[src/rtl/capture_pkg.sv]
// rtl/capture_pkg.sv - shared widths, FSM encoding and frame helpers for serial_capture
package capture_pkg;

  localparam int FRAME_W = 8;
  localparam int SLOT_W  = 3;

  typedef enum logic {
    HUNT    = 1'b0,
    CAPTURE = 1'b1
  } state_e;

  function automatic logic frame_xor(input logic [FRAME_W-1:0] f);
    return ^f;
  endfunction

endpackage

[src/rtl/frame_buffer.sv]
// rtl/frame_buffer.sv - output holding register with valid/ready handshake and overflow pulse
// Optional parity output enabled by CAPTURE_PARITY_EN.
module frame_buffer
  import capture_pkg::*;
(
  input  logic               clock,
  input  logic               clear,
  input  logic               load_valid,
  input  logic [FRAME_W-1:0] load_data,
  input  logic               frame_ready,
  output logic [FRAME_W-1:0] frame_data,
  output logic               frame_valid,
  output logic               overflow
`ifdef CAPTURE_PARITY_EN
  ,
  output logic               frame_parity
`endif
);

  logic [FRAME_W-1:0] data_q, data_d;
  logic               valid_q, valid_d;
  logic               ovf_q, ovf_d;
`ifdef CAPTURE_PARITY_EN
  logic               parity_q, parity_d;
`endif

  // A new frame may replace the held one only if the held one is leaving this cycle.
  always_comb begin
    data_d  = data_q;
    valid_d = valid_q;
    ovf_d   = 1'b0;
`ifdef CAPTURE_PARITY_EN
    parity_d = parity_q;
`endif
    if (load_valid) begin
      if (!valid_q || frame_ready) begin
        data_d  = load_data;
        valid_d = 1'b1;
`ifdef CAPTURE_PARITY_EN
        parity_d = frame_xor(load_data);
`endif
      end else begin
        ovf_d = 1'b1;
      end
    end else if (valid_q && frame_ready) begin
      valid_d = 1'b0;
    end
  end

  always_ff @(posedge clock) begin
    if (clear) begin
      data_q  <= '0;
      valid_q <= 1'b0;
      ovf_q   <= 1'b0;
`ifdef CAPTURE_PARITY_EN
      parity_q <= 1'b0;
`endif
    end else begin
      data_q  <= data_d;
      valid_q <= valid_d;
      ovf_q   <= ovf_d;
`ifdef CAPTURE_PARITY_EN
      parity_q <= parity_d;
`endif
    end
  end

  assign frame_data  = data_q;
  assign frame_valid = valid_q;
  assign overflow    = ovf_q;
`ifdef CAPTURE_PARITY_EN
  assign frame_parity = parity_q;
`endif

endmodule

[src/rtl/serial_capture.sv]
// rtl/serial_capture.sv - slot-aligned serial-to-parallel frame capture (HUNT/CAPTURE FSM)
// Optional parity output enabled by CAPTURE_PARITY_EN.
module serial_capture
  import capture_pkg::*;
#(
  parameter int RESYNC = 1
) (
  input  logic               clock,
  input  logic               clear,
  input  logic               bit_in,
  input  logic [SLOT_W-1:0]  slot,
  input  logic               bit_valid,
  output logic [FRAME_W-1:0] frame_data,
  output logic               frame_valid,
  input  logic               frame_ready,
  output logic               overflow,
  output logic               sync_err
`ifdef CAPTURE_PARITY_EN
  ,
  output logic               frame_parity
`endif
);

  localparam bit                RESYNC_EN = (RESYNC != 0);
  localparam logic [SLOT_W-1:0] LAST_SLOT = SLOT_W'(FRAME_W - 1);

  state_e             state_q, state_d;
  logic [SLOT_W-1:0]  exp_q, exp_d;
  logic [FRAME_W-1:0] shreg_q, shreg_d;
  logic               serr_q, serr_d;

  logic               slot_hit;
  logic [FRAME_W-1:0] written;
  logic               frame_done;

  assign slot_hit = (slot == exp_q);

  always_ff @(posedge clock) begin
    if (clear) begin
      state_q <= HUNT;
      exp_q   <= '0;
      shreg_q <= '0;
      serr_q  <= 1'b0;
    end else begin
      state_q <= state_d;
      exp_q   <= exp_d;
      shreg_q <= shreg_d;
      serr_q  <= serr_d;
    end
  end

  always_comb begin
    state_d = state_q;
    case (state_q)
      HUNT:    if (bit_valid && slot == '0) state_d = CAPTURE;
      CAPTURE: if (bit_valid && !slot_hit && RESYNC_EN && slot != '0) state_d = HUNT;
      default: state_d = HUNT;
    endcase
  end

  // A slot-0 miss under RESYNC restarts the frame in place rather than waiting in HUNT.
  always_comb begin
    exp_d        = exp_q;
    shreg_d      = shreg_q;
    serr_d       = 1'b0;
    frame_done   = 1'b0;
    written      = shreg_q;
    written[slot] = bit_in;
    if (bit_valid) begin
      if (state_q == HUNT) begin
        if (slot == '0) begin
          shreg_d = {{(FRAME_W-1){1'b0}}, bit_in};
          exp_d   = SLOT_W'(1);
        end
      end else if (slot_hit || !RESYNC_EN) begin
        serr_d  = !slot_hit;
        shreg_d = written;
        exp_d   = slot + SLOT_W'(1);
        if (slot == LAST_SLOT) begin
          frame_done = 1'b1;
          shreg_d    = '0;
        end
      end else if (slot == '0) begin
        serr_d  = 1'b1;
        shreg_d = {{(FRAME_W-1){1'b0}}, bit_in};
        exp_d   = SLOT_W'(1);
      end else begin
        serr_d  = 1'b1;
        shreg_d = '0;
        exp_d   = '0;
      end
    end
  end

  assign sync_err = serr_q;

  frame_buffer u_frame_buffer (
    .clock       (clock),
    .clear       (clear),
    .load_valid  (frame_done),
    .load_data   (written),
    .frame_ready (frame_ready),
    .frame_data  (frame_data),
    .frame_valid (frame_valid),
    .overflow    (overflow)
`ifdef CAPTURE_PARITY_EN
    ,
    .frame_parity(frame_parity)
`endif
  );

endmodule

[config.mk]
export PLATFORM = sky130hd
export DESIGN_NAME = serial_capture
export DESIGN_NICKNAME = d
export VERILOG_FILES = /design/src/rtl/capture_pkg.sv /design/src/rtl/frame_buffer.sv /design/src/rtl/serial_capture.sv
export SDC_FILE = /design/constraint.sdc
export NUM_CORES = 1
export LEC_CHECK = 0
export ABC_AREA = 1
export CORE_AREA = 2 2 60 62
export DETAILED_ROUTE_END_ITERATION = 16
export DIE_AREA = 0 0 62 64
export PLACE_DENSITY = 0.69
export SYNTH_ARGS = -nofsm -noshare
export SYNTH_HDL_FRONTEND = slang
export SYNTH_HIERARCHICAL = 1
export SYNTH_SLANG_ARGS = --single-unit
[constraint.sdc]
create_clock -name clock -period 1.71 [get_ports clock]
set_clock_uncertainty 0.2 [all_clocks]
set_input_delay 0.342 -clock clock [delete_from_list [all_inputs] [get_ports clock]]
set_output_delay 0.342 -clock clock [all_outputs]
set_load 0.01 [all_outputs]
# == After elaboration in Yosys (flattened, before gate mapping) ==
# Cells that the tools add are included.
# word_totals
regBits,23
in_bits,8
out_inout_bits,11
wordCells,57
# op_classes
add_sub_neg,1
n_lt_le_gt_ge,2
eq_ne,3
mux,24
n_bitwise,3
n_reduce_logical,17
# ops
operator,n
$mux W8,4
$mux W1,14
$mux W3,3
$bwmux W8,1
$reduce_and A2 Y1,3
$logic_and A1 B1 Y1,5
$lt A3 B4 Y1 const B,1
$reduce_bool A2 Y1,2
$add A3 B1 Y3 const B,1
$demux W1 S3,1
$eq A3 B3 Y1,1
$eq A3 B3 Y1 const B,1
$ge A3 B1 Y1 const B,1
$logic_not A3 Y1,1
$not A1 Y1,3
$reduce_bool A3 Y1,1
$reduce_or A3 Y1,1
$logic_not A1 Y1,2
$ne A2 B1 Y1 const B,1
$pmux W1 S2,1
$reduce_or A2 Y1,1
$logic_or A1 B1 Y1,1

# == Longest topological paths before layout ==
# Gate-level depths: netlist of run 1.
# logic_depth
depth_word,8
ltp_mapped,10
depth_no_buf,10

# == Cells and area by module ==
# Netlist of run 1, hierarchy kept.
# modules_own_cells
module,instances,cells_each,area_per_inst_um2,seq_area_each_um2
serial_capture,1,122,840.8,260.2
frame_buffer,1,59,455.4,200.2

# == Worst setup path after synthesis of run 1 ==
# Ideal clock, no wire load.
# synth_timing
kind,input -> register
start,in slot[0]
end,"reg u_frame_buffer.data_q[3], in the netlist u_frame_buffer/frame_data[3]"
setup_ns,0.115
arrival_time_ns,1.370
required_ns,1.395
setup_slack_ns,0.025
path_stages,9
n_path_buf,2
path_cell_list,ha_1 ha_1 inv_1 nor3_1 buf_6 buf_12 nand3_2 nand2_1 nor2_1
# synth_via
elab_chain_len,6
word_cells_on_any_way,13
cone_classes,order compare (2); eq/ne (2); mux (7); reduce/logical (2)
# synth_rtl
element,line_no,source
start: declaration,serial_capture.sv:11,"input logic [SLOT_W-1:0] slot,"
$eq A3 B3 Y1,serial_capture.sv:79,if (slot == LAST_SLOT) begin
$mux W1,serial_capture.sv:79,
$mux W1 *,serial_capture.sv:75,end else if (slot_hit || !RESYNC_EN) begin
$mux W1 *,serial_capture.sv:70,if (state_q == HUNT) begin
$mux W1 *,serial_capture.sv:69,if (bit_valid) begin
named net frame_done,serial_capture.sv:34,logic frame_done;
$reduce_and A2 Y1 (no source line) *,-,
end signal: assignment,frame_buffer.sv:59,data_q <= data_d;
end: declaration,frame_buffer.sv:20,"logic [FRAME_W-1:0] data_q, data_d;"
# The timed path passes the listed nets; every way through them passes the cells marked *.
# A chain may end at the register's enable or synchronous reset.

# == Worst setup path in the final report of run 1 ==
# layout_timing
start,in slot[0]
end,"reg u_frame_buffer.data_q[2], in the netlist u_frame_buffer/frame_data[2]"
# Same word-level chain as after synthesis.

==> out/metrics.cfg, run 1 <==
[run_status]
status=completed

[clock_tree]
cts_tree=done
cts_buffers=3
cts-root-buf=clkbuf_4
clock_latency_ns=0.31
clkSinkCount=23
path_clk_slew_ns=0.13
cts.htree.levels=1
ctsLongestPathBuffers=2

[timing]
setup_violations=0
maxSlewViolCount=0
timing.fmax_mhz=614.4
slew_headroom=0.7950
holdWs_ns=0.2727
tightest_slew_ns=0.3043
period_needed_ns=1.628
timing.final.crit_share=0.9518
worst_slack_ns=0.08243
hold_viol=0
setup-tns-final_ns=0

[detailed_routing]
drtAntennaViolNets=0
wl_um=2651
via_count=1186
drtIter0Drc=50
wl_per_cell_um=10.00
viasPerCell=4.475
dr.pass1.iters=4
drc_errors=0

[floorplan]
die_x_um=62
fp.dieArea_um2=3968
num_rows=21
start_util=0.3947
core-area_um2=3284
die_h_um=64
ios=19

[global_route]
grt_pass1_wl_um=4560
track_usage=0.1506
antenna_found_initial=0
gr-total-overflow=0
grt_max_degree=19
grt_pass1_vias=1046

[synth]
synth.area.top_cells=dfxtp_1 (36%), nand2_1 (11%), nand3_1 (8.5%)
yosysWarnings=6
synth_seq_cells=23
synth_top_cell_area_share=0.3552
synth_top_cell_by_area=dfxtp_1
synthCells=181
synth.avg_cell_area_um2=7.162
syn-num-nets=192
syn_area_um2=1296
synth_cell_types=26
synth-seq-area-share=0.3552

[placed_design]
dp_slack_ns=-0.5639
port_buffers=18
hpwl_um=2003
dp.cells=258
place.gp.congestion=0.7791
post_dp_cell_area_um2=1617

[finish]
antenna_cells=0
layout_commonest_cell=nand2_1
area_delta_synth_final_pct=31.08
drive_above_1_share=0.2329
num-nets-final=231
final_cell_mix=nand2_1 (37), nand3_1 (22), inv_1 (22), dfxtp_1 (22), a21oi_1 (19)
post-route-cell-area_um2=1699
postLayoutCoreUtil=0.5173
fin_cells=265

[worst_setup_path]
worstSetupStartpointType=primary input
reg2reg_depth=7
cp_slowest_stage_delay_ns=0.27
path_max_fanout=5
cp.arrival_ns=1.64
crit_chain=dlygate4sd2_1, ha_2, ha_4, inv_1, nor3_4, buf_6, nand3_1, nand2_1, nor2_1
slowest_stage=nor3_4
required_ns=1.72
reg2reg_slack_ns=0.15
critPathTopFamily=buffers and inverters
crit-reg2reg-launch=exp_q[2]
critPathBufInv=3
cp-end-kind=flop
path_class=in2reg
worstReg2RegEnd=u_frame_buffer/frame_data[2]

[hold_path]
worstHoldEndpoint=shreg_q[5]
hp-class=reg2reg
hold_path_startpoint=shreg_q[5]
hold_path_depth=2

[run]
drv_cap=0

[power_and_ir_drop]
peakVddDrop_v=0.0002296
power.total_mw=0.9349
leakage_nw=0.7704
p_per_area_nw_per_um2=550.2

-- report_power, final --
group          internal, mW  switching (mW)  total (mW)  leakage (nW)
logic                0.0644          0.0788       0.143         0.567
registers             0.539         0.00275       0.542         0.186
clock network        0.0873           0.163       0.250        0.0177
total                 0.691           0.244       0.935         0.770
-- Yosys cell counts --
cell,number
a21oi_1,20
a31oi_1,1
and2_1,1
buf_12,1
buf_6,3
clkbuf_1,1
dfxtp_1,23
ha_1,3
inv_1,22
inv_2,5
inv_4,1
nand2_1,39
nand2_2,2
nand2_4,2
nand3_1,22
nand3_2,1
nand3_4,1
nand4_2,1
nor2_1,14
nor2_2,2
nor3_1,1
nor3_2,2
nor3_4,1
o21ai_0,5
o21ai_1,6
xnor2_4,1
-- layout make-up --
type	instances	area, µm²
fillers	324	1585
multi-input cells	125	705.7
flip-flops and latches	23	461.7
repair buffers	39	339.1
inverters	28	107.6
well taps	46	57.56
clock buffers	3	22.52
clock inverters	1	5.005
-- flip-flops by register name, summed over array words and instances, names as in the netlist --
register	flops
exp_q	3
shreg_q	8
state_q	1
sync_err	1
u_frame_buffer/frame_data	8
u_frame_buffer/frame_valid	1
u_frame_buffer/overflow	1
-- metal layers --
layer	vias to the layer above	routed length, µm	global-route usage
li1	661	-	-
met1	510	1319	0.2132
met2	15	1262	0.2292
met3	0	70	0.01822
met4	0	0	0.05585
met5	-	0	0
-- worst max path at each step --
stage,start,to,slack (ns),cells past startpoint
4_1_cts,sync_err,sync_err,0.001,1
2_1_floorplan,slot[0],u_frame_buffer/frame_data[3],0.03,9
3_3_place_gp,slot[1],u_frame_buffer/frame_data[2],-0.55,9
5_1_grt,slot[0],shreg_q[6],-0.003,12
6_report,slot[0],u_frame_buffer/frame_data[2],0.08,9
3_5_place_dp,slot[1],u_frame_buffer/frame_data[4],-0.56,9
-- cells by family (layout without fill, tap and decap cells) --
group                    count (synthesis)  in the layout  share of synthesized area
adder cells (fa/ha/maj)                  3              3                    0.02896
XOR/XNOR                                 1              1                    0.02124
AND/OR/NAND/NOR                         89             89                     0.3427
buffers and inverters                   33             71                     0.1274
AO/OA/AOI/OAI                           32             32                     0.1245
flip-flops                              23             23                     0.3552
-- timing repair --
item,4_1_cts,5_1_grt
hold buffers,0,0
cloned,2,0
pin swaps,2,1
buffers inserted,1,0
resized for setup,21,7
setup endpoints to repair,30,22
-- tightest hold or removal path, stage by stage (launching register included) --
cell and delay (ns):
dfxtp_1 0.33, nand2_1 0.06, a21oi_1 0.05
Note: power is estimated with default switching activity, not from simulation.
==> run 2, diff against run 1 <==
- CORE_AREA: 2 2 60 62 -> 2 2 55 57
- DIE_AREA: 0 0 62 64 -> 0 0 57 59
- MAX_ROUTING_LAYER: unset -> met4
- PLACE_DENSITY: 0.69 -> 0.79
- SKIP_CTS_REPAIR_TIMING: unset -> 1
==> out/metrics.cfg, run 2 (synthesis results as in run 1) <==
[detailed_routing]
drc_errors=0  ; unchanged
wl_per_cell_um=12.04  ; +20%
drtAntennaViolNets=0  ; unchanged
drtIter0Drc=46  ; -8.0%
viasPerCell=5.139  ; +15%
via_count=1295  ; +9.2%
wl_um=3033  ; +14%
dr.pass1.iters=4  ; unchanged

[timing]
timing.fmax_mhz=592.4  ; -3.6%
slew_headroom=0.8153  ; +0.02027
timing.final.crit_share=0.9872  ; +0.03544
period_needed_ns=1.688  ; +0.06060 ns
hold_viol=0  ; unchanged
maxSlewViolCount=0  ; unchanged
holdWs_ns=0.2728  ; +0.00002000 ns
setup_violations=0  ; unchanged
tightest_slew_ns=0.2742  ; -0.03009 ns

[worst_setup_path]
required_ns=1.73  ; about the same
path_max_fanout=4  ; -1
cp.arrival_ns=1.71  ; +0.07 ns
critPathTopFamily=buffers and inverters
cp.depth=7  ; -2
slowest_stage=clkdlybuf4s50_1
path_class=in2reg
critPathBufInv=2  ; -1
cp_slowest_stage_delay_ns=0.51  ; +0.24 ns
cp-end-kind=flop
reg2reg_depth=7  ; unchanged
crit_chain=clkdlybuf4s50_1, nand2_1, nor3_4, buf_4, nand3_1, nand2_1, nor2_1
worstSetupStartpointType=primary input
cpMostUsedCell=nand2_1

[finish]
num-nets-final=233  ; +0.87%
postLayoutCoreUtil=0.6431  ; +0.1258
post-route-cell-area_um2=1743  ; +2.6%
antenna_cells=0  ; unchanged
area_delta_synth_final_pct=34.46
drive_above_1_share=0.2579  ; +0.02504
final_cell_mix=nand2_1 (36), inv_1 (22), buf_4 (21), nand3_1 (20), dfxtp_1 (20)
fin_cells=252  ; -4.9%
layout_commonest_cell=nand2_1

[global_route]
grt_pass1_vias=1090  ; +4.2%
grt_max_degree=19  ; unchanged
antenna_found_initial=0  ; unchanged
gr-total-overflow=0  ; unchanged
grt_pass1_wl_um=4712  ; +3.3%
track_usage=0.1844  ; +0.03375

[power_and_ir_drop]
switchingPower_mw=0.2594  ; +6.3%
power.total_mw=0.9544  ; +2.1%
p_per_area_nw_per_um2=547.6  ; -0.49%
pwr-share-comb=0.161  ; +0.008
seq_power_share=0.568  ; -0.012
leakage_nw=0.9339  ; +21%
intPower_mw=0.6950  ; +0.60%
peakVddDrop_v=0.0004730  ; +110%
p_sw_frac=0.2718  ; +0.01072
p_clk_frac=0.271  ; +0.004

[placed_design]
dp.cells=244  ; -5.4%
hpwl_um=2038  ; +1.8%
place.gp.congestion=0.8770  ; +13%
post_dp_cell_area_um2=1605  ; -0.70%
port_buffers=18  ; unchanged

[floorplan]
start_util=0.4783  ; +0.08363
core-area_um2=2710  ; -17%
ios=19  ; unchanged
die_h_um=59  ; -7.8%
die_x_um=57  ; -8.1%
fp.dieArea_um2=3363  ; -15%
num_rows=19  ; -9.5%

[run]
drv_cap=0  ; unchanged

[clock_tree]
clock_latency_ns=0.31  ; about the same
cts.htree.levels=1  ; unchanged
cts_tree=done
cts-root-buf=clkbuf_4
cts_buffers=3  ; unchanged
clkSinkCount=23  ; unchanged
ctsLongestPathBuffers=2  ; unchanged
path_clk_slew_ns=0.13  ; about the same

[hold_path]
hp-class=reg2reg
hold_path_depth=2  ; unchanged

[run_status]
status=completed

run 2: cell count changes in the layout (fill, tap and decap cells not counted), moves of 2 or more:
cell,delta
dfxtp_1,-2
nand3_2,+2
nand3_1,-2
dfxtp_2,+2
dlymetal6s2s_1,+12
ha_1,+2
buf_4,+3
dlygate4sd2_1,-12
run 2: path summary, 6_finish.rpt:
kind / slack [ns] / to / from
max: 0.02 / u_frame_buffer/frame_data[0] / bit_valid
min: 0.27 / shreg_q[2] / shreg_q[2]
max reg2reg: 0.08 / u_frame_buffer/frame_data[0] / exp_q[2]
min reg2reg: 0.27 / shreg_q[2] / shreg_q[2]
run 2: per-stage QoR:
step                      setup slack (ns)  TNS [ns]
after floorplan                    0.02522         0
after global placement             -0.4457    -9.146
after detailed placement           -0.4910    -9.903
after CTS                          -0.1388    -2.921
after global routing              -0.02101  -0.03610
final                              0.02183         0
run 2: per-layer routing:
layer / vias up / GRT usage / share of wire
met3: 4 / 0.02183 / 0.047
met2: 36 / 0.2890 / 0.48
li1: 659 / - / -
met4: 0 / 0.09302 / 0.016
met1: 596 / 0.2367 / 0.46
met5: - / - / 0
run 2: layout make-up:
| type | count | area [µm²] |
|---|---|---|
| clock buffers | 3 | 22.52 |
| flip-flops and latches | 23 | 464.2 |
| well taps | 31 | 38.79 |
| fillers | 230 | 967.2 |
| repair buffers | 41 | 395.4 |
| clock inverters | 1 | 5.005 |
| multi-input cells | 125 | 706.9 |
| inverters | 28 | 110.1 |
run 2: power by group through the flow:
stage	registers [mW]	logic, mW	clock network [mW]
after detailed placement	0.554	0.141	0
after floorplan	0.553	0.0735	0
after global routing	0.543	0.170	0.299
after CTS	0.542	0.142	0.269
after global placement	0.554	0.139	0
final	0.542	0.153	0.259
run 2: worst min-delay path, cell delays in order, from the launching register on:
cell and delay (ns):
dfxtp_1 0.33, nand2_1 0.06, a21oi_1 0.05
